--- config.mk ---
export PLATFORM = sky130hd
export DESIGN_NAME = fp_mul_pipe
export DESIGN_NICKNAME = d
export VERILOG_FILES = /design/src/rtl/fp_mul_pkg.sv /design/src/rtl/fp_mul_norm_round.sv /design/src/rtl/fp_mul_pipe.sv
export SDC_FILE = /design/constraint.sdc
export NUM_CORES = 1
export LEC_CHECK = 0
export ABC_AREA = 1
export BUFFER_PORTS_ARGS = -buffer_cell sky130_fd_sc_hd__buf_4
export CAP_MARGIN = 0
export CELL_PAD_IN_SITES_DETAIL_PLACEMENT = 0
export CELL_PAD_IN_SITES_GLOBAL_PLACEMENT = 1
export CORE_UTILIZATION = 35
export CTS_CLUSTER_SIZE = 10
export DETAILED_ROUTE_END_ITERATION = 16
export GPL_TIMING_DRIVEN = 0
export PLACE_DENSITY = 0.68
export SYNTH_ARGS = -nofsm -noshare
export SYNTH_HDL_FRONTEND = slang
export SYNTH_SLANG_ARGS = --single-unit
--- constraint.sdc ---
create_clock -name clk -period 3.7 [get_ports clk]
set_input_delay 0.185 -clock clk [delete_from_list [all_inputs] [get_ports clk]]
set_output_delay 0.185 -clock clk [all_outputs]
set_load 0.05 [all_outputs]
--- src/rtl/fp_mul_pkg.sv ---
// Shared types, flag bit positions and canonical special-value builders for fp_mul_pipe.
// Builders return a 64-bit word; callers keep the low 1+exp_w+man_w bits.
package fp_mul_pkg;

  typedef enum logic [1:0] {
    FP_ZERO = 2'd0,
    FP_NORM = 2'd1,
    FP_INF  = 2'd2,
    FP_NAN  = 2'd3
  } fp_class_e;

  localparam int FLAG_W   = 3;
  localparam int FLAG_INV = 2;
  localparam int FLAG_OVF = 1;
  localparam int FLAG_UDF = 0;

  // Canonical NaN: sign 0, exponent and mantissa all ones.
  function automatic logic [63:0] fp_nan(input int exp_w, input int man_w);
    return (64'd1 << (exp_w + man_w)) - 64'd1;
  endfunction

  // Infinity keeps the explicit integer bit set: exponent all ones, mantissa 10..0.
  function automatic logic [63:0] fp_inf(input logic s, input int exp_w, input int man_w);
    return ({63'd0, s} << (exp_w + man_w))
         | (((64'd1 << exp_w) - 64'd1) << man_w)
         | (64'd1 << (man_w - 1));
  endfunction

  function automatic logic [63:0] fp_zero(input logic s, input int exp_w, input int man_w);
    return {63'd0, s} << (exp_w + man_w);
  endfunction

endpackage

--- src/rtl/fp_mul_norm_round.sv ---
// Third-stage combinational datapath: normalise, round, range check and pack.
// FP_MUL_RNE_EN selects round-to-nearest-even; otherwise the kept field is truncated.
module fp_mul_norm_round
  import fp_mul_pkg::*;
#(
  parameter int EXP_W = 5,
  parameter int MAN_W = 6
) (
  input  logic                      i_sign,
  input  fp_class_e                 i_cls,
  input  logic [2*MAN_W-1:0]        i_prod,
  input  logic signed [EXP_W+1:0]   i_exp,
  output logic [EXP_W+MAN_W:0]      o_result,
  output logic [FLAG_W-1:0]         o_flags
);
  localparam int W  = 1 + EXP_W + MAN_W;
  localparam int EW = EXP_W + 2;
  localparam logic [63:0] NAN64  = fp_nan(EXP_W, MAN_W);
  localparam logic [63:0] INF64  = fp_inf(1'b0, EXP_W, MAN_W);
  localparam logic [63:0] ZERO64 = fp_zero(1'b0, EXP_W, MAN_W);
  localparam logic [W-1:0] NAN_P  = NAN64[W-1:0];
  localparam logic [W-1:0] INF_P  = INF64[W-1:0];
  localparam logic [W-1:0] ZERO_P = ZERO64[W-1:0];
  localparam logic signed [EW-1:0] ONE_E  = EW'(1);
  localparam logic signed [EW-1:0] NIL_E  = '0;
  localparam logic signed [EW-1:0] EMAX_E = EW'((1 << EXP_W) - 1);

  logic                    w_top;
  logic [MAN_W-1:0]        w_kept;
  logic signed [EW-1:0]    w_exp_n;
  logic [MAN_W-1:0]        w_man;
  logic signed [EW-1:0]    w_exp_r;

  always_comb begin
    w_top = i_prod[2*MAN_W-1];
    if (w_top) begin
      w_kept  = i_prod[2*MAN_W-1 -: MAN_W];
      w_exp_n = i_exp + ONE_E;
    end else begin
      w_kept  = i_prod[2*MAN_W-2 -: MAN_W];
      w_exp_n = i_exp;
    end
  end

`ifdef FP_MUL_RNE_EN
  logic             w_guard;
  logic             w_sticky;
  logic [MAN_W:0]   w_sum;

  always_comb begin
    w_guard  = w_top ? i_prod[MAN_W-1]    : i_prod[MAN_W-2];
    w_sticky = w_top ? |i_prod[MAN_W-2:0] : |i_prod[MAN_W-3:0];
    w_sum    = {1'b0, w_kept} + {{MAN_W{1'b0}}, w_guard & (w_sticky | w_kept[0])};
    // Carry out of the increment leaves 10..0 in the upper bits.
    if (w_sum[MAN_W]) begin
      w_man   = w_sum[MAN_W:1];
      w_exp_r = w_exp_n + ONE_E;
    end else begin
      w_man   = w_sum[MAN_W-1:0];
      w_exp_r = w_exp_n;
    end
  end
`else
  logic w_unused_lsbs;
  assign w_unused_lsbs = |i_prod[MAN_W-2:0];
  assign w_man   = w_kept;
  assign w_exp_r = w_exp_n;
`endif

  always_comb begin
    o_flags  = '0;
    o_result = {i_sign, w_exp_r[EXP_W-1:0], w_man};
    unique case (i_cls)
      FP_NAN: begin
        o_result          = NAN_P;
        o_flags[FLAG_INV] = 1'b1;
      end
      FP_INF:  o_result = {i_sign, INF_P[W-2:0]};
      FP_ZERO: o_result = {i_sign, ZERO_P[W-2:0]};
      default: begin
        if (w_exp_r >= EMAX_E) begin
          o_result          = {i_sign, INF_P[W-2:0]};
          o_flags[FLAG_OVF] = 1'b1;
        end else if (w_exp_r <= NIL_E) begin
          o_result          = {i_sign, ZERO_P[W-2:0]};
          o_flags[FLAG_UDF] = 1'b1;
        end
      end
    endcase
  end

endmodule

--- src/rtl/fp_mul_pipe.sv ---
// Three-stage floating-point multiplier with valid/ready backpressure and status flags.
// Rounding mode is chosen at build time by FP_MUL_RNE_EN (see fp_mul_norm_round).
module fp_mul_pipe
  import fp_mul_pkg::*;
#(
  parameter int EXP_W = 5,
  parameter int MAN_W = 6,
  parameter int BIAS  = 2**(EXP_W-1)-1,
  parameter int W     = 1+EXP_W+MAN_W
) (
  input  logic              clk,
  input  logic              rst,
  input  logic [W-1:0]      a,
  input  logic [W-1:0]      b,
  input  logic              valid_in,
  output logic              ready_in,
  output logic [W-1:0]      result,
  output logic [FLAG_W-1:0] flags,
  output logic              valid_out,
  input  logic              ready_out
);
  localparam int STAGES = 3;
  localparam int EW     = EXP_W + 2;
  localparam int PW     = 2 * MAN_W;
  localparam logic [MAN_W-1:0]     MSB_ONE = {1'b1, {(MAN_W-1){1'b0}}};
  localparam logic signed [EW-1:0] BIAS_S  = EW'(BIAS);

  // Infinity is recognised by a zero fraction; the explicit integer bit is ignored.
  function automatic fp_class_e classify(input logic [EXP_W-1:0] e, input logic [MAN_W-2:0] frac);
    if (e == '0) return FP_ZERO;
    if (e == '1) return (frac == '0) ? FP_INF : FP_NAN;
    return FP_NORM;
  endfunction

  logic [STAGES:1] r_vld_pipe;
  logic            w_adv;
  logic            w_xfer;

  assign w_adv     = !r_vld_pipe[STAGES] || ready_out;
  assign ready_in  = w_adv && !rst;
  assign w_xfer    = valid_in && ready_in;
  assign valid_out = r_vld_pipe[STAGES];

  logic             r_s1_sign;
  fp_class_e        r_s1_cls_a, r_s1_cls_b;
  logic [EXP_W-1:0] r_s1_ea, r_s1_eb;
  logic [MAN_W-1:0] r_s1_ma, r_s1_mb;

  logic                 r_s2_sign;
  fp_class_e            r_s2_cls, w_s2_cls;
  logic [PW-1:0]        r_s2_prod, w_s2_prod;
  logic signed [EW-1:0] r_s2_exp, w_s2_exp;

  logic [W-1:0]      r_result, w_s3_result;
  logic [FLAG_W-1:0] r_flags, w_s3_flags;

  assign w_s2_prod = PW'(r_s1_ma) * PW'(r_s1_mb);
  assign w_s2_exp  = $signed({2'b00, r_s1_ea}) + $signed({2'b00, r_s1_eb}) - BIAS_S;

  always_comb begin
    w_s2_cls = FP_NORM;
    if (r_s1_cls_a == FP_NAN || r_s1_cls_b == FP_NAN ||
        (r_s1_cls_a == FP_ZERO && r_s1_cls_b == FP_INF) ||
        (r_s1_cls_a == FP_INF  && r_s1_cls_b == FP_ZERO))
      w_s2_cls = FP_NAN;
    else if (r_s1_cls_a == FP_INF || r_s1_cls_b == FP_INF)
      w_s2_cls = FP_INF;
    else if (r_s1_cls_a == FP_ZERO || r_s1_cls_b == FP_ZERO)
      w_s2_cls = FP_ZERO;
  end

  // Datapath registers carry no reset; the valid pipe qualifies them.
  always_ff @(posedge clk) begin
    if (w_adv) begin
      r_s1_sign  <= a[W-1] ^ b[W-1];
      r_s1_cls_a <= classify(a[W-2 -: EXP_W], a[MAN_W-2:0]);
      r_s1_cls_b <= classify(b[W-2 -: EXP_W], b[MAN_W-2:0]);
      r_s1_ea    <= a[W-2 -: EXP_W];
      r_s1_eb    <= b[W-2 -: EXP_W];
      r_s1_ma    <= a[MAN_W-1:0] | MSB_ONE;
      r_s1_mb    <= b[MAN_W-1:0] | MSB_ONE;
      r_s2_sign  <= r_s1_sign;
      r_s2_cls   <= w_s2_cls;
      r_s2_prod  <= w_s2_prod;
      r_s2_exp   <= w_s2_exp;
    end
  end

  always_ff @(posedge clk) begin
    if (rst) begin
      r_vld_pipe <= '0;
      r_result   <= '0;
      r_flags    <= '0;
    end else if (w_adv) begin
      r_vld_pipe <= {r_vld_pipe[STAGES-1:1], w_xfer};
      if (r_vld_pipe[STAGES-1]) begin
        r_result <= w_s3_result;
        r_flags  <= w_s3_flags;
      end
    end
  end

  fp_mul_norm_round #(
    .EXP_W (EXP_W),
    .MAN_W (MAN_W)
  ) u_norm_round (
    .i_sign   (r_s2_sign),
    .i_cls    (r_s2_cls),
    .i_prod   (r_s2_prod),
    .i_exp    (r_s2_exp),
    .o_result (w_s3_result),
    .o_flags  (w_s3_flags)
  );

  assign result = r_result;
  assign flags  = r_flags;

endmodule

* Yosys cells after proc, flatten, opt, wreduce, memory -nomap -nowiden
Index checks and enable logic that the tools add are counted.
Storage, ports and cells: bits in registers 65, input port bits 28, output and inout bits 17, word-level logic and storage cells 84
Cells by class: add/subtract/negate cells 3, multipliers 1, order comparisons 2, equality and inequality tests 8, mux-type cells 32, bitwise logic cells 1, reductions and logical operators 22
Operator list (count):
- 12-bit one-hot mux with 3 select lines | 1
- 11-bit 2-to-1 mux | 2
- 5-bit zero test | 4
- 1-bit 2-to-1 mux | 18
- 2-bit 2-to-1 mux | 9
- 2-bit equality test (second input constant) | 6
- 6-bit by 6-bit multiplier with 12-bit output | 1
- 5-bit equality test (second input constant) | 2
- 7-bit by 2-bit adder with 7-bit output (second input constant) | 1
- 7-bit by 6-bit greater-or-equal comparator with 1-bit output (second input constant) | 1
- 7-bit by 1-bit <= comparator with 1-bit output (second input constant) | 1
- 7-bit 2-to-1 mux | 1
- 6-bit by 4-bit subtractor with 7-bit output (second input constant) | 1
- 5-bit by 5-bit adder with 6-bit output | 1
- 2-bit zero test | 3
- 1-bit logical OR | 6
- 6-bit 2-to-1 mux | 1
- 1-bit logical AND | 4
- 3-bit OR reduction | 1
- 1-bit zero test | 2
- 2-bit AND reduction | 1
- 2-bit OR reduction | 1
- 1-bit bitwise XOR | 1

* Depth between registers and ports, before layout
Gate-level depths: netlist (run 1).
depth in word-level cells 7, depth in mapped cells 16, gate-level depth less buffers 16

* Cells and area by module
From an unflattened synthesis (run 1), not the netlist that was laid out.
Unflattened totals: cell total of the unflattened synthesis 444, area total of the unflattened synthesis 4028.9 um2
Modules (own cells, without submodules):
- fp_mul_pipe | times used 1, cells an instance 341, area an instance 3479.6 um2, seq. area each 1771.7 um2
- fp_mul_norm_round | times used 1, cells an instance 103, area an instance 549.3 um2, seq. area each 0.0 um2

* Worst setup path before layout (run 1)
Ideal clock, no wire load.
path kind reg-to-reg, from register r_s1_ma[2], to register r_s2_prod[11], data pin, library setup time 0.252 ns, data arrival time 3.163 ns, data required time 3.448 ns, slack 0.285 ns, cell stages (with the launch flop) 17, path buffers 0, period minus slack after synthesis 3.415 ns, cell sequence edfxtp_1 nand2_1 fa_1 inv_1 fa_1 inv_1 fa_1 inv_1 ha_1 a21oi_1 nor2_1 a211oi_1 nand2_1 nand2_1 nand2_1 nand2_1 nand2_1
On the way: cells in the longest elaborated chain, start to end 1
RTL lines:
- start: declaration | RTL line fp_mul_pipe.sv:47 | logic [MAN_W-1:0] r_s1_ma, r_s1_mb;
- start signal: assignment | RTL line fp_mul_pipe.sv:80 | r_s1_ma <= a[MAN_W-1:0] | MSB_ONE;
- 6-bit by 6-bit multiplier with 12-bit output | RTL line fp_mul_pipe.sv:57 | assign w_s2_prod = PW'(r_s1_ma) * PW'(r_s1_mb);
- net w_s2_prod[11] | RTL line fp_mul_pipe.sv:51 | logic [PW-1:0] r_s2_prod, w_s2_prod;
- end signal: assignment | RTL line fp_mul_pipe.sv:84 | r_s2_prod <= w_s2_prod;
- end: declaration | RTL line fp_mul_pipe.sv:51
The timed path passes the listed nets, and every way through them passes these cells. A chain may end at the register's enable or synchronous reset.

* Worst setup path in the final report (run 1)
from register r_s1_ma[3], to register r_s2_prod[11], data pin
The elaborated chain is that of the path after synthesis.

==> results of run 1 <==
[through the flow]
| step | instances | utilization, % | area [sq um] |
|---|---|---|---|
| 2_1_floorplan | 394 | - | 3650 |
| 3_3_place_gp | 569 | 41.5 | 4130 |
| 3_5_place_dp | 569 | 41.5 | 4130 |
| 4_1_cts | 585 | 43.5 | 4330 |
| 5_1_grt | 595 | 44.4 | 4420 |
| 6_report | 595 | 44.4 | 4420 |
[power groups by stage]
stage | sequential, mW | combinational, mW | clock (mW)
after floorplan | 0.946 | 0.599 | 0
after global placement | 0.917 | 0.811 | 0
after detailed placement | 0.919 | 0.818 | 0
after CTS | 0.904 | 0.823 | 0.631
after global routing | 0.914 | 0.966 | 0.659
final | 0.898 | 0.831 | 0.612
[worst min path at each step]
| stage | cells past startpoint | start | slack [ns] | to |
|---|---|---|---|---|
| final | 1 | b[0] | 0.04 | r_s1_mb[0] |
| after global routing | 1 | b[4] | 0.02 | r_s1_mb[4] |
| after CTS | 1 | b[0] | 0.02 | r_s1_mb[0] |
| after detailed placement | 1 | b[0] | 0.37 | r_s1_mb[0] |
| after global placement | 1 | a[2] | 0.37 | r_s1_ma[2] |
| after floorplan | 1 | rst | 0.25 | flags[0] |
[sequential cells by signal (all words and copies together), names as in the netlist]
name and count:
result 12, r_s2_exp 7, r_s2_prod 7, r_s1_ea 5, r_s1_eb 5, r_s1_ma 5
r_s1_mb 5, flags 3, r_vld_pipe 3, r_s1_cls_a 2, r_s1_cls_b 2, r_s2_cls 2
r_s1_sign 1, r_s2_sign 1
[final cells by class]
| type | count | share of cell area [%] |
|---|---|---|
| plain buffers | 3 | 0.425 |
| clock buffers | 10 | 2.89 |
| clock inverters | 6 | 1.79 |
| inverters | 79 | 6.72 |
| multi-input cells | 252 | 38.8 |
| flip-flops and latches | 60 | 36.7 |
| well taps | 133 | 3.77 |
| repair buffers | 52 | 8.84 |
[kinds of logic after synthesis]
| group | Yosys count |
|---|---|
| flip-flops | 60 |
| AO/OA/AOI/OAI | 55 |
| XOR/XNOR | 10 |
| AND/OR/NAND/NOR | 144 |
| buffers and inverters | 82 |
| adder cells (fa/ha/maj) | 43 |
[routing by layer]
metal | track usage (%) | wire, microns
met1 | 15.4 | 3020
met2 | 22.6 | 3050
met3 | 4.14 | 282
met4 | 3.57 | 44
met5 | 0 | 0
[placed cells by master, fill, tap and decap left out, types with 2 or more instances in the layout]
| master | instances |
|---|---|
| sky130_fd_sc_hd__nor4_1 | 2 |
| sky130_fd_sc_hd__a21oi_2 | 2 |
| sky130_fd_sc_hd__inv_2 | 3 |
| sky130_fd_sc_hd__nand3b_1 | 2 |
| sky130_fd_sc_hd__inv_1 | 76 |
| sky130_fd_sc_hd__bufinv_16 | 2 |
| sky130_fd_sc_hd__edfxtp_1 | 42 |
| sky130_fd_sc_hd__dfxtp_1 | 18 |
| sky130_fd_sc_hd__nand3_1 | 8 |
| sky130_fd_sc_hd__fa_1 | 17 |
| sky130_fd_sc_hd__nand2_2 | 6 |
| sky130_fd_sc_hd__ha_1 | 26 |
| sky130_fd_sc_hd__nand4_1 | 9 |
| sky130_fd_sc_hd__o21ai_0 | 21 |
| sky130_fd_sc_hd__xnor2_1 | 2 |
| sky130_fd_sc_hd__clkinv_2 | 3 |
| sky130_fd_sc_hd__nand2_1 | 79 |
| sky130_fd_sc_hd__a21oi_1 | 21 |
| sky130_fd_sc_hd__xor2_1 | 7 |
| sky130_fd_sc_hd__clkbuf_1 | 3 |
| sky130_fd_sc_hd__nor3_1 | 3 |
| sky130_fd_sc_hd__buf_4 | 52 |
| sky130_fd_sc_hd__nor2_1 | 29 |
| sky130_fd_sc_hd__a32oi_1 | 2 |
| sky130_fd_sc_hd__clkbuf_8 | 9 |
| sky130_fd_sc_hd__a211oi_1 | 3 |
[Yosys cell counts, types with 2 or more instances]
library cell                n  area share (%)
sky130_fd_sc_hd__nand2_1   79             8.1
sky130_fd_sc_hd__fa_1      17             9.3
sky130_fd_sc_hd__a21oi_1   21             2.9
sky130_fd_sc_hd__a21oi_2    2            0.48
sky130_fd_sc_hd__ha_1      26             8.9
sky130_fd_sc_hd__o21ai_0   21             2.9
sky130_fd_sc_hd__inv_1     77             7.9
sky130_fd_sc_hd__nor2_1    29             3.0
sky130_fd_sc_hd__nor4_1     2            0.34
sky130_fd_sc_hd__xnor2_1    2            0.48
sky130_fd_sc_hd__xor2_1     7             1.7
sky130_fd_sc_hd__clkbuf_1   2            0.21
sky130_fd_sc_hd__nand3b_1   2            0.41
sky130_fd_sc_hd__nor3_1     3            0.41
sky130_fd_sc_hd__a32oi_1    2            0.48
sky130_fd_sc_hd__nand2_2    6             1.0
sky130_fd_sc_hd__inv_2      2            0.21
sky130_fd_sc_hd__dfxtp_1   18             9.9
sky130_fd_sc_hd__edfxtp_1  42              35
sky130_fd_sc_hd__nand3_1    8             1.1
sky130_fd_sc_hd__nand4_1    9             1.5
sky130_fd_sc_hd__a211oi_1   3            0.62
[critical path, stage by stage (launching register included)]
cell and delay [ns]:
sky130_fd_sc_hd__edfxtp_1 0.44, sky130_fd_sc_hd__nand2_1 0.09, sky130_fd_sc_hd__fa_1 0.48, sky130_fd_sc_hd__inv_1 0.05, sky130_fd_sc_hd__fa_1 0.53, sky130_fd_sc_hd__inv_1 0.05, sky130_fd_sc_hd__fa_1 0.53, sky130_fd_sc_hd__inv_1 0.04
sky130_fd_sc_hd__ha_1 0.35, sky130_fd_sc_hd__a21oi_1 0.15, sky130_fd_sc_hd__nor2_1 0.05, sky130_fd_sc_hd__a211oi_1 0.15, sky130_fd_sc_hd__nand2_1 0.12, sky130_fd_sc_hd__nand2_1 0.09, sky130_fd_sc_hd__nand2_1 0.05, sky130_fd_sc_hd__nand2_1 0.05
sky130_fd_sc_hd__nand2_1 0.04
[what timing repair did]
action	in CTS	in global routing
gates resized for setup	0	1
endpoints found under the setup margin	0	3
setup buffers	0	10
==> impl_metrics.ini, run 1 <==
[run_status]
result_of_the_run = completed

[sta]
max_freq_ghz = 0.284
hold_violations = 0
rsz0062_at_grt = false
final_min_period_over_clock_period_pct = 95.2
slew_violations = 0
minimum_clock_period_after_layout_ns = 3.52
setup_viol_count_final = 0
setup_ws_ns = 0.179
hold-worst-slack_ns = 0.0444
slew_headroom_pct = 41.2
worst_pin_slew_ns = 0.881
tns_ns = 0
fin_worst_skew_ns = 0.00574

[power]
internal_power_mw = 1.54
switching_power_uw = 797
power.density_cell_area_nw_per_um2 = 530
power.share.sequential_pct = 38.4
power_mw = 2.34
vdd_ir_drop_max_mv = 0.204
power_frac_comb_pct = 35.5
net_switching_fraction_of_the_power_pct = 34.1
clkPwrFrac_pct = 26.1
power.static_leakage_nw = 2.21

[yosys]
sequential_area_share_after_synthesis_pct = 44.5
post_synth_num_cell_types = 36
syn_avg_cell_area_sq_um = 9.25
ys_dominant_reg_cell = sky130_fd_sc_hd__edfxtp_1
synth.yosys.warnings = 0
synthesis.instances = 394
synth_compound_area_share_pct = 8.54
synth_top_family_by_area = adder cells
post_synth_fa_ha_maj_area_fraction_pct = 18.3
synth.area.mux_share_pct = 0
synth_xor_xnor_area_share_pct = 2.61
synth_area_sq_um = 3650
synth-edff-count = 42
synth_nets = 465
post_synth_and_or_nand_nor_area_fraction_pct = 17.5
synth-async-reset-ratio_pct = 0
synth-seq-cells = 60

[cts]
post_cts_hold_buffer_count = 0
clk_pin_slew_ns = 0.06
cts_root_buffer = sky130_fd_sc_hd__clkbuf_8
clkLatencyLatePin_ns = 0.32
tritoncts_clock_tree = yes
cts_buffers = 9
buffers_from_clock_root_to_sink_at_most = 2
clock_tree.htree_level_count = 3
tritoncts_num_sinks = 60

[floorplan]
effective_utilization_at_floorplan_pct = 36.6
die_area_sq_um = 10800
chipWidth_microns = 104
die_h_microns = 104
fp-row-count = 36
ioPinCount = 45
core_area_sq_um = 9950

[drt]
drc_marker_count_from_the_first_detailed_route_iteration = 71
postRouteWirelength_microns = 6390
drc = 0
avgRoutedWirePerCell_microns = 10.7
antenna_violation_net_count_after_detailed_routing = 0
post_drt_via_cell_ratio = 4.49
drt_pre_antenna_iters = 4
num_vias = 2671

[critical_path]
critical_path_peak_fanout = 5
reg2reg_setup_slack_ns = 0.18
crit_path_start = r_s1_ma[3]
worst_setup_path_type = register to register
crit_end = r_s2_prod[11]
critPathRequiredTime_ns = 3.78
reg2reg_to = r_s2_prod[11]
cp-end-kind = register
start_kind = register
worst_r2r_path_depth = 16
cp.arrival_ns = 3.61
worstReg2RegStart = r_s1_ma[3]

[layout]
multi_input_area_sq_um = 1720
sequential_cell_area_sq_um = 1620
fill_cells = 982
synthToLayoutAreaGrowth_pct = 21.1
antenna-diode-count = 0
final_layout_size_suffix_gt1_share_pct = 18.4
design.final.nets = 528

[run]
maxCapViolCount = 0

[placement]
buffer_ports.inserted = 42
place.detailed.hpwl_microns = 5020
gpl.final_weighted_congestion = 0.777
placement.setup.worst_slack_ns = 0.0585

[global_route]
largest_net_degree_at_the_start_of_global_routing = 45
antenna_found_initial = 0
globalRouteTotalUtil_pct = 13.0
first_global_vias = 2628
grt.overflow.total = 0
first_pass_grt_wire_length_microns = 11400

[worst_hold_path]
type_of_the_most_critical_hold_path = input port to register
Power figures use the tool's default switching activity.
==> run 2: changes to the inputs <==
- BUFFER_PORTS_ARGS: -buffer_cell sky130_fd_sc_hd__buf_4 -> -buffer_cell sky130_fd_sc_hd__buf_2
==> run 2 against run 1 <==
  * Clock power rose by 1%
  * Via count did not move
  * Global-route usage is 0.055 points higher
  * Largest power group unchanged
  * Highest routed layer unchanged
  * Hold slack worse by 0.0076 ns
==> impl_metrics.ini, run 2 (synthesized netlist as in run 1, its figures left out) <==
[run_status]
result_of_the_run = completed

[power]
vdd_ir_drop_max_mv = 0.222
power.static_leakage_nw = 2.19
power.density_cell_area_nw_per_um2 = 543
power_mw = 2.36

[critical_path]
cp-end-kind = register
start_kind = register
cp.arrival_ns = 3.59
worst_setup_path_type = register to register
critPathRequiredTime_ns = 3.80
reg2reg_to = r_s2_prod[11]
critical_path_peak_fanout = 4
worstReg2RegStart = r_s1_ma[3]
reg2reg_setup_slack_ns = 0.21
worst_r2r_path_depth = 17

[global_route]
grt.overflow.total = 0
antenna_found_initial = 0
first_pass_grt_wire_length_microns = 11400
largest_net_degree_at_the_start_of_global_routing = 45
globalRouteTotalUtil_pct = 13.1
first_global_vias = 2623

[sta]
final_min_period_over_clock_period_pct = 94.4
fin_worst_skew_ns = 0.00618
hold_violations = 0
worst_pin_slew_ns = 0.870
max_freq_ghz = 0.286
tns_ns = 0
slew_violations = 0
setup_viol_count_final = 0
slew_headroom_pct = 41.9
minimum_clock_period_after_layout_ns = 3.49

[placement]
place.detailed.instances = 569
postPlaceCellArea_sq_um = 4020
place.detailed.hpwl_microns = 4990
gpl.final_weighted_congestion = 0.743
buffer_ports.inserted = 42

[floorplan]
fp-row-count = 36
effective_utilization_at_floorplan_pct = 36.6
core_area_sq_um = 9950
chipWidth_microns = 104
die_area_sq_um = 10800
ioPinCount = 45
die_h_microns = 104

[cts]
buffers_from_clock_root_to_sink_at_most = 2
clk_pin_slew_ns = 0.07
cts_root_buffer = sky130_fd_sc_hd__clkbuf_8
cts_buffers = 9
tritoncts_clock_tree = yes
clock_tree.htree_level_count = 3
tritoncts_num_sinks = 60
clkLatencyLatePin_ns = 0.33

[layout]
multi_input_area_sq_um = 1730
sequential_cell_area_sq_um = 1620
design.final.nets = 530
final_util_pct = 43.6
antenna-diode-count = 0
fill_cells = 997
synthToLayoutAreaGrowth_pct = 19.0
layoutNonFillerInstCount = 597
largest_register_ff_count = 12
layout_common_cells = 79 x sky130_fd_sc_hd__nand2_1, 76 x sky130_fd_sc_hd__inv_1, 42 x sky130_fd_sc_hd__buf_2, 42 x sky130_fd_sc_hd__edfxtp_1, 29 x sky130_fd_sc_hd__nor2_1
final_layout_size_suffix_gt1_share_pct = 18.8
finalInstanceArea_sq_um = 4340
layout.cells.most_common = sky130_fd_sc_hd__nand2_1

[drt]
postRouteWirelength_microns = 6400
antenna_violation_net_count_after_detailed_routing = 0
post_drt_via_cell_ratio = 4.47
drt_pre_antenna_iters = 4
avgRoutedWirePerCell_microns = 10.7
drc = 0
num_vias = 2671
drc_marker_count_from_the_first_detailed_route_iteration = 71

[worst_hold_path]
type_of_the_most_critical_hold_path = input port to register
whs_endpoint = r_s1_ma[4]
hp-start = a[4]
timing.hold.worst_path_depth = 1

[run]
maxCapViolCount = 0
==> run 2: what timing repair did <==
| item | in CTS | in global routing |
|---|---|---|
| endpoints found under the setup margin | 0 | 3 |
| resized for setup | 0 | 2 |
| buffers inserted | 0 | 12 |
| hold buffers | 0 | 0 |
==> run 2: power breakdown <==
| part | leakage [nW] | switching [mW] | total [mW] | internal, mW |
|---|---|---|---|---|
| clock network | 0.101 | 0.243 | 0.619 | 0.376 |
| logic | 1.50 | 0.514 | 0.841 | 0.327 |
| registers | 0.588 | 0.0537 | 0.897 | 0.844 |
==> run 2: metal layers <==
layer	vias up	global-route usage [%]	part of all wire [%]	routed length (microns)
li1	1418	-	-	-
met1	1187	15.7	48	3060
met2	54	22.1	46	2960
met3	12	3.82	4.4	281
met4	0	4.59	1.4	91
met5	-	0	0	0
==> run 2: layout make-up <==
cell class              instances  share of cell area, %
multi-input cells             252                   39.8
flip-flops and latches         60                   37.4
repair buffers                 54                   6.92
inverters                      79                   6.83
well taps                     133                   3.84
clock buffers                  11                   3.03
clock inverters                 5                   1.76
plain buffers                   3                  0.433
==> run 2: worst max-delay path by stage <==
| stage | slack [ns] | cells after the start | startpoint | endpoint |
|---|---|---|---|---|
| floorplan | 0.28 | 16 | r_s1_ma[2] | r_s2_prod[11] |
| global placement | 0.05 | 16 | r_s1_ma[2] | r_s2_prod[11] |
| detailed placement | 0.04 | 16 | r_s1_ma[2] | r_s2_prod[11] |
| CTS | 0.03 | 16 | r_s1_ma[2] | r_s2_prod[11] |
| global route | -0.02 | 16 | r_s1_mb[4] | r_s2_prod[11] |
| finish | 0.21 | 17 | r_s1_ma[3] | r_s2_prod[11] |
==> run 2: metrics by stage <==
stage | hold slack (ns) | setup slack [ns]
after global placement | 0.376 | 0.0482
after global routing | 0.0221 | -0.0168
after floorplan | 0.247 | 0.285
after detailed placement | 0.378 | 0.0448
after CTS | 0.0231 | 0.0307
final | 0.0368 | 0.207
==> run 2: worst max-delay path, cell delays in order (launching register included) <==
cell	delay (ns)
sky130_fd_sc_hd__edfxtp_1	0.44
sky130_fd_sc_hd__buf_4	0.18
sky130_fd_sc_hd__nand2_1	0.06
sky130_fd_sc_hd__inv_1	0.06
sky130_fd_sc_hd__fa_1	0.50
sky130_fd_sc_hd__inv_1	0.05
sky130_fd_sc_hd__fa_1	0.46
sky130_fd_sc_hd__fa_1	0.54
sky130_fd_sc_hd__inv_1	0.04
sky130_fd_sc_hd__ha_1	0.20
sky130_fd_sc_hd__a21oi_1	0.15
sky130_fd_sc_hd__nor2_1	0.05
sky130_fd_sc_hd__a211oi_1	0.17
sky130_fd_sc_hd__nand2_1	0.12
sky130_fd_sc_hd__nand2_1	0.09
sky130_fd_sc_hd__nand2_1	0.05
sky130_fd_sc_hd__nand2_1	0.05
sky130_fd_sc_hd__nand2_1	0.04
==> run 3: changes to the inputs <==
- ABC_AREA: 1 -> not set
- PLACE_DENSITY: 0.68 -> 0.66
==> run 3 against run 2 <==
  * Count of clock-buffer cells in the layout is 2 lower
  * First-iteration DRC count is 34% lower
  * Die area is 2.2% lower
  * Flip-flop and latch count stayed put
  * Sequential power is 0.6% lower
  * Setup slack worse by 0.11 ns
  * Clock skew is 0.0031 ns higher
  * Synthesized area is 2.3% lower
  * Sequential share of layout area is 0.64 points higher
  * Cell area is 1.7% lower
  * Maximum frequency is 3.0% lower
  * Critical path type unchanged
  * Largest cell class unchanged
  * Highest routed layer unchanged
==> impl_metrics.ini, run 3 <==
[run_status]
result_of_the_run = completed

[sta]
hold_violations = 0
final_min_period_over_clock_period_pct = 97.4
rsz0062_at_grt = true
max_freq_ghz = 0.278
worst_pin_slew_ns = 0.903
tns_ns = 0
slew_violations = 0
slew_headroom_pct = 39.8
setup_viol_count_final = 0
setup_ws_ns = 0.0970
fin_worst_skew_ns = 0.00930
minimum_clock_period_after_layout_ns = 3.60

[cts]
cts_buffers = 9
buffers_from_clock_root_to_sink_at_most = 2
tritoncts_num_sinks = 60
post_cts_hold_buffer_count = 0
cts_root_buffer = sky130_fd_sc_hd__clkbuf_8
clk_pin_slew_ns = 0.07
tritoncts_clock_tree = yes
clkLatencyLatePin_ns = 0.34
clock_tree.htree_level_count = 3

[floorplan]
core_area_sq_um = 9820
ioPinCount = 45
die_area_sq_um = 10600
fp-row-count = 36
effective_utilization_at_floorplan_pct = 36.3
die_h_microns = 103
chipWidth_microns = 103

[global_route]
first_global_vias = 2388
first_pass_grt_wire_length_microns = 10600
largest_net_degree_at_the_start_of_global_routing = 47
grt.overflow.total = 0
antenna_found_initial = 0
globalRouteTotalUtil_pct = 13.3

[critical_path]
cp_cell_sequence = buf_6 > buf_4 > buf_4 > and2_1 > fa_1 > ha_1 > fa_1 > ha_1 > nand4_1 > o211ai_1 > a221o_1 > a21oi_2 > xor2_1
worst_r2r_path_depth = 13
start_kind = register
cp-end-kind = register
worstReg2RegStart = r_s1_ma[3]
crit_path_start = r_s1_ma[3]
critical_path_peak_fanout = 3
critPathRequiredTime_ns = 3.79
slowest_stage = sky130_fd_sc_hd__fa_1
cp.arrival_ns = 3.69
critPathMaxStageDelay_ns = 0.48
worst_setup_path_type = register to register

[power]
vdd_ir_drop_max_mv = 0.260
clkPwrFrac_pct = 23.1
net_switching_fraction_of_the_power_pct = 33.6
power_mw = 2.15
power.share.sequential_pct = 41.4
power.static_leakage_nw = 1.87
power_frac_comb_pct = 35.4
switching_power_uw = 723
power.density_cell_area_nw_per_um2 = 504
internal_power_mw = 1.43

[layout]
design.final.nets = 463
layoutNonFillerInstCount = 530
layout_common_cells = 44 x sky130_fd_sc_hd__buf_2, 42 x sky130_fd_sc_hd__edfxtp_1, 32 x sky130_fd_sc_hd__inv_1
multi_input_area_sq_um = 1810
largest_register_ff_count = 12
sequential_cell_area_sq_um = 1620
synthToLayoutAreaGrowth_pct = 19.7
antenna-diode-count = 0
final_util_pct = 43.5
layout.cells.most_common = sky130_fd_sc_hd__buf_2
final_layout_size_suffix_gt1_share_pct = 23.4
fill_cells = 997

[yosys]
synthDominantAreaCellType = sky130_fd_sc_hd__edfxtp_1
synth.yosys.warnings = 0
sequential_area_share_after_synthesis_pct = 45.5
synth-edff-count = 42
synth_top_area_share_pct = 35.4
synth_nets = 397
post_synth_num_cell_types = 53
ys_dominant_reg_cell = sky130_fd_sc_hd__edfxtp_1
synthesis.instances = 326
yosys-top-cells-count = 42 x sky130_fd_sc_hd__edfxtp_1, 35 x sky130_fd_sc_hd__inv_1, 27 x sky130_fd_sc_hd__nand2_1
syn_avg_cell_area_sq_um = 10.9
synth-seq-cells = 60
synth.top_cells.by_area = sky130_fd_sc_hd__edfxtp_1 35%, sky130_fd_sc_hd__dfxtp_1 10%, sky130_fd_sc_hd__fa_1 9.6%
synth-async-reset-ratio_pct = 0
synth_area_sq_um = 3560
yosys.cell_count.top_type = sky130_fd_sc_hd__edfxtp_1

[drt]
drc_marker_count_from_the_first_detailed_route_iteration = 47
avgRoutedWirePerCell_microns = 12.3
num_vias = 2486
post_drt_via_cell_ratio = 4.69
antenna_violation_net_count_after_detailed_routing = 0
drc = 0
postRouteWirelength_microns = 6530
drt_pre_antenna_iters = 4

[worst_hold_path]
type_of_the_most_critical_hold_path = input port to register
timing.hold.worst_path_depth = 1
hp-start = a[3]

[placement]
placement.setup.worst_slack_ns = -0.135
buffer_ports.inserted = 41
place.detailed.hpwl_microns = 4850
place.detailed.instances = 500
gpl.final_weighted_congestion = 0.766

[run]
maxCapViolCount = 0
## run 3: changes by cell type after synthesis, sizes merged, moves of 4 or more
cell   previous run  this run
nor2b             0         6
inv              79        36
nand2            86        27
mux2i             0         7
o21ai            22        10
a21oi            23        19
nor2             31        21
or4               0         4
nor3              4         8
nand3             9         4
buf               1         5
and2              0        15
## run 3: worst max-delay path, delay by kind of cell, from the launching register on
family	cells	cell delay, ns
fa+ha+maj	4	1.56
compound gates	3	0.62
flops	1	0.44
buf+inv	3	0.39
simple gates	2	0.28
xor+xnor	1	0.08
## run 3: per-stage QoR
stage	area [sq um]	hold WS (ns)
2_1_floorplan	3560	0.284
3_5_place_dp	3940	0.375
6_report	4270	0.0376
5_1_grt	4270	0.0210
4_1_cts	4220	0.0197
3_3_place_gp	3940	0.371
## run 3: logic make-up after synthesis
logic type	after synthesis	share of synthesized area, %
DFF	60	45.5
buffers and inverters	44	5.06
muxes	9	2.60
and+or+nand+nor	105	15.4
adders and majority gates	43	18.7
xor gates and xnor gates	16	4.14
AOI/OAI and AO/OA	49	8.64
## run 3: path summary, 6_finish.rpt
| check | slack, ns | to |
|---|---|---|
| min reg2reg | 0.42 | r_s2_sign |
| min | 0.04 | r_s1_ma[3] |
| max reg2reg | 0.1 | r_s2_prod[11] |
| max | 0.1 | r_s2_prod[11] |
## run 3: layer usage
metal / wire length, microns / global-route usage, % / vias to the layer above
met5: 0 / 0 / -
met4: 54 / 4.33 / 0
met3: 316 / 4.14 / 5
met2: 3100 / 22.5 / 63
met1: 3050 / 16.2 / 1148
li1: - / - / 1270
## run 3: power groups by stage
stage / sequential [mW] / combinational [mW] / clock [mW]
2_1_floorplan: 0.927 / 0.510 / 0
3_3_place_gp: 0.909 / 0.658 / 0
3_5_place_dp: 0.912 / 0.668 / 0
4_1_cts: 0.893 / 0.721 / 0.513
5_1_grt: 0.903 / 0.863 / 0.541
6_report: 0.892 / 0.762 / 0.498
## run 3: repair_timing
item                                    4_1_cts  5_1_grt
pin swaps                                     1       14
resized for setup                             5        9
endpoints found under the setup margin        4        3
setup buffers                                11        3
## run 3: final cells by class
| type | count | share of cell area, % |
|---|---|---|
| plain buffers | 8 | 1.06 |
| repair buffers | 55 | 7.45 |
| inverters | 36 | 3.17 |
| well taps | 133 | 3.90 |
| clock inverters | 7 | 1.03 |
| multi-input cells | 222 | 42.5 |
| flip-flops and latches | 60 | 38.0 |
| clock buffers | 9 | 2.90 |
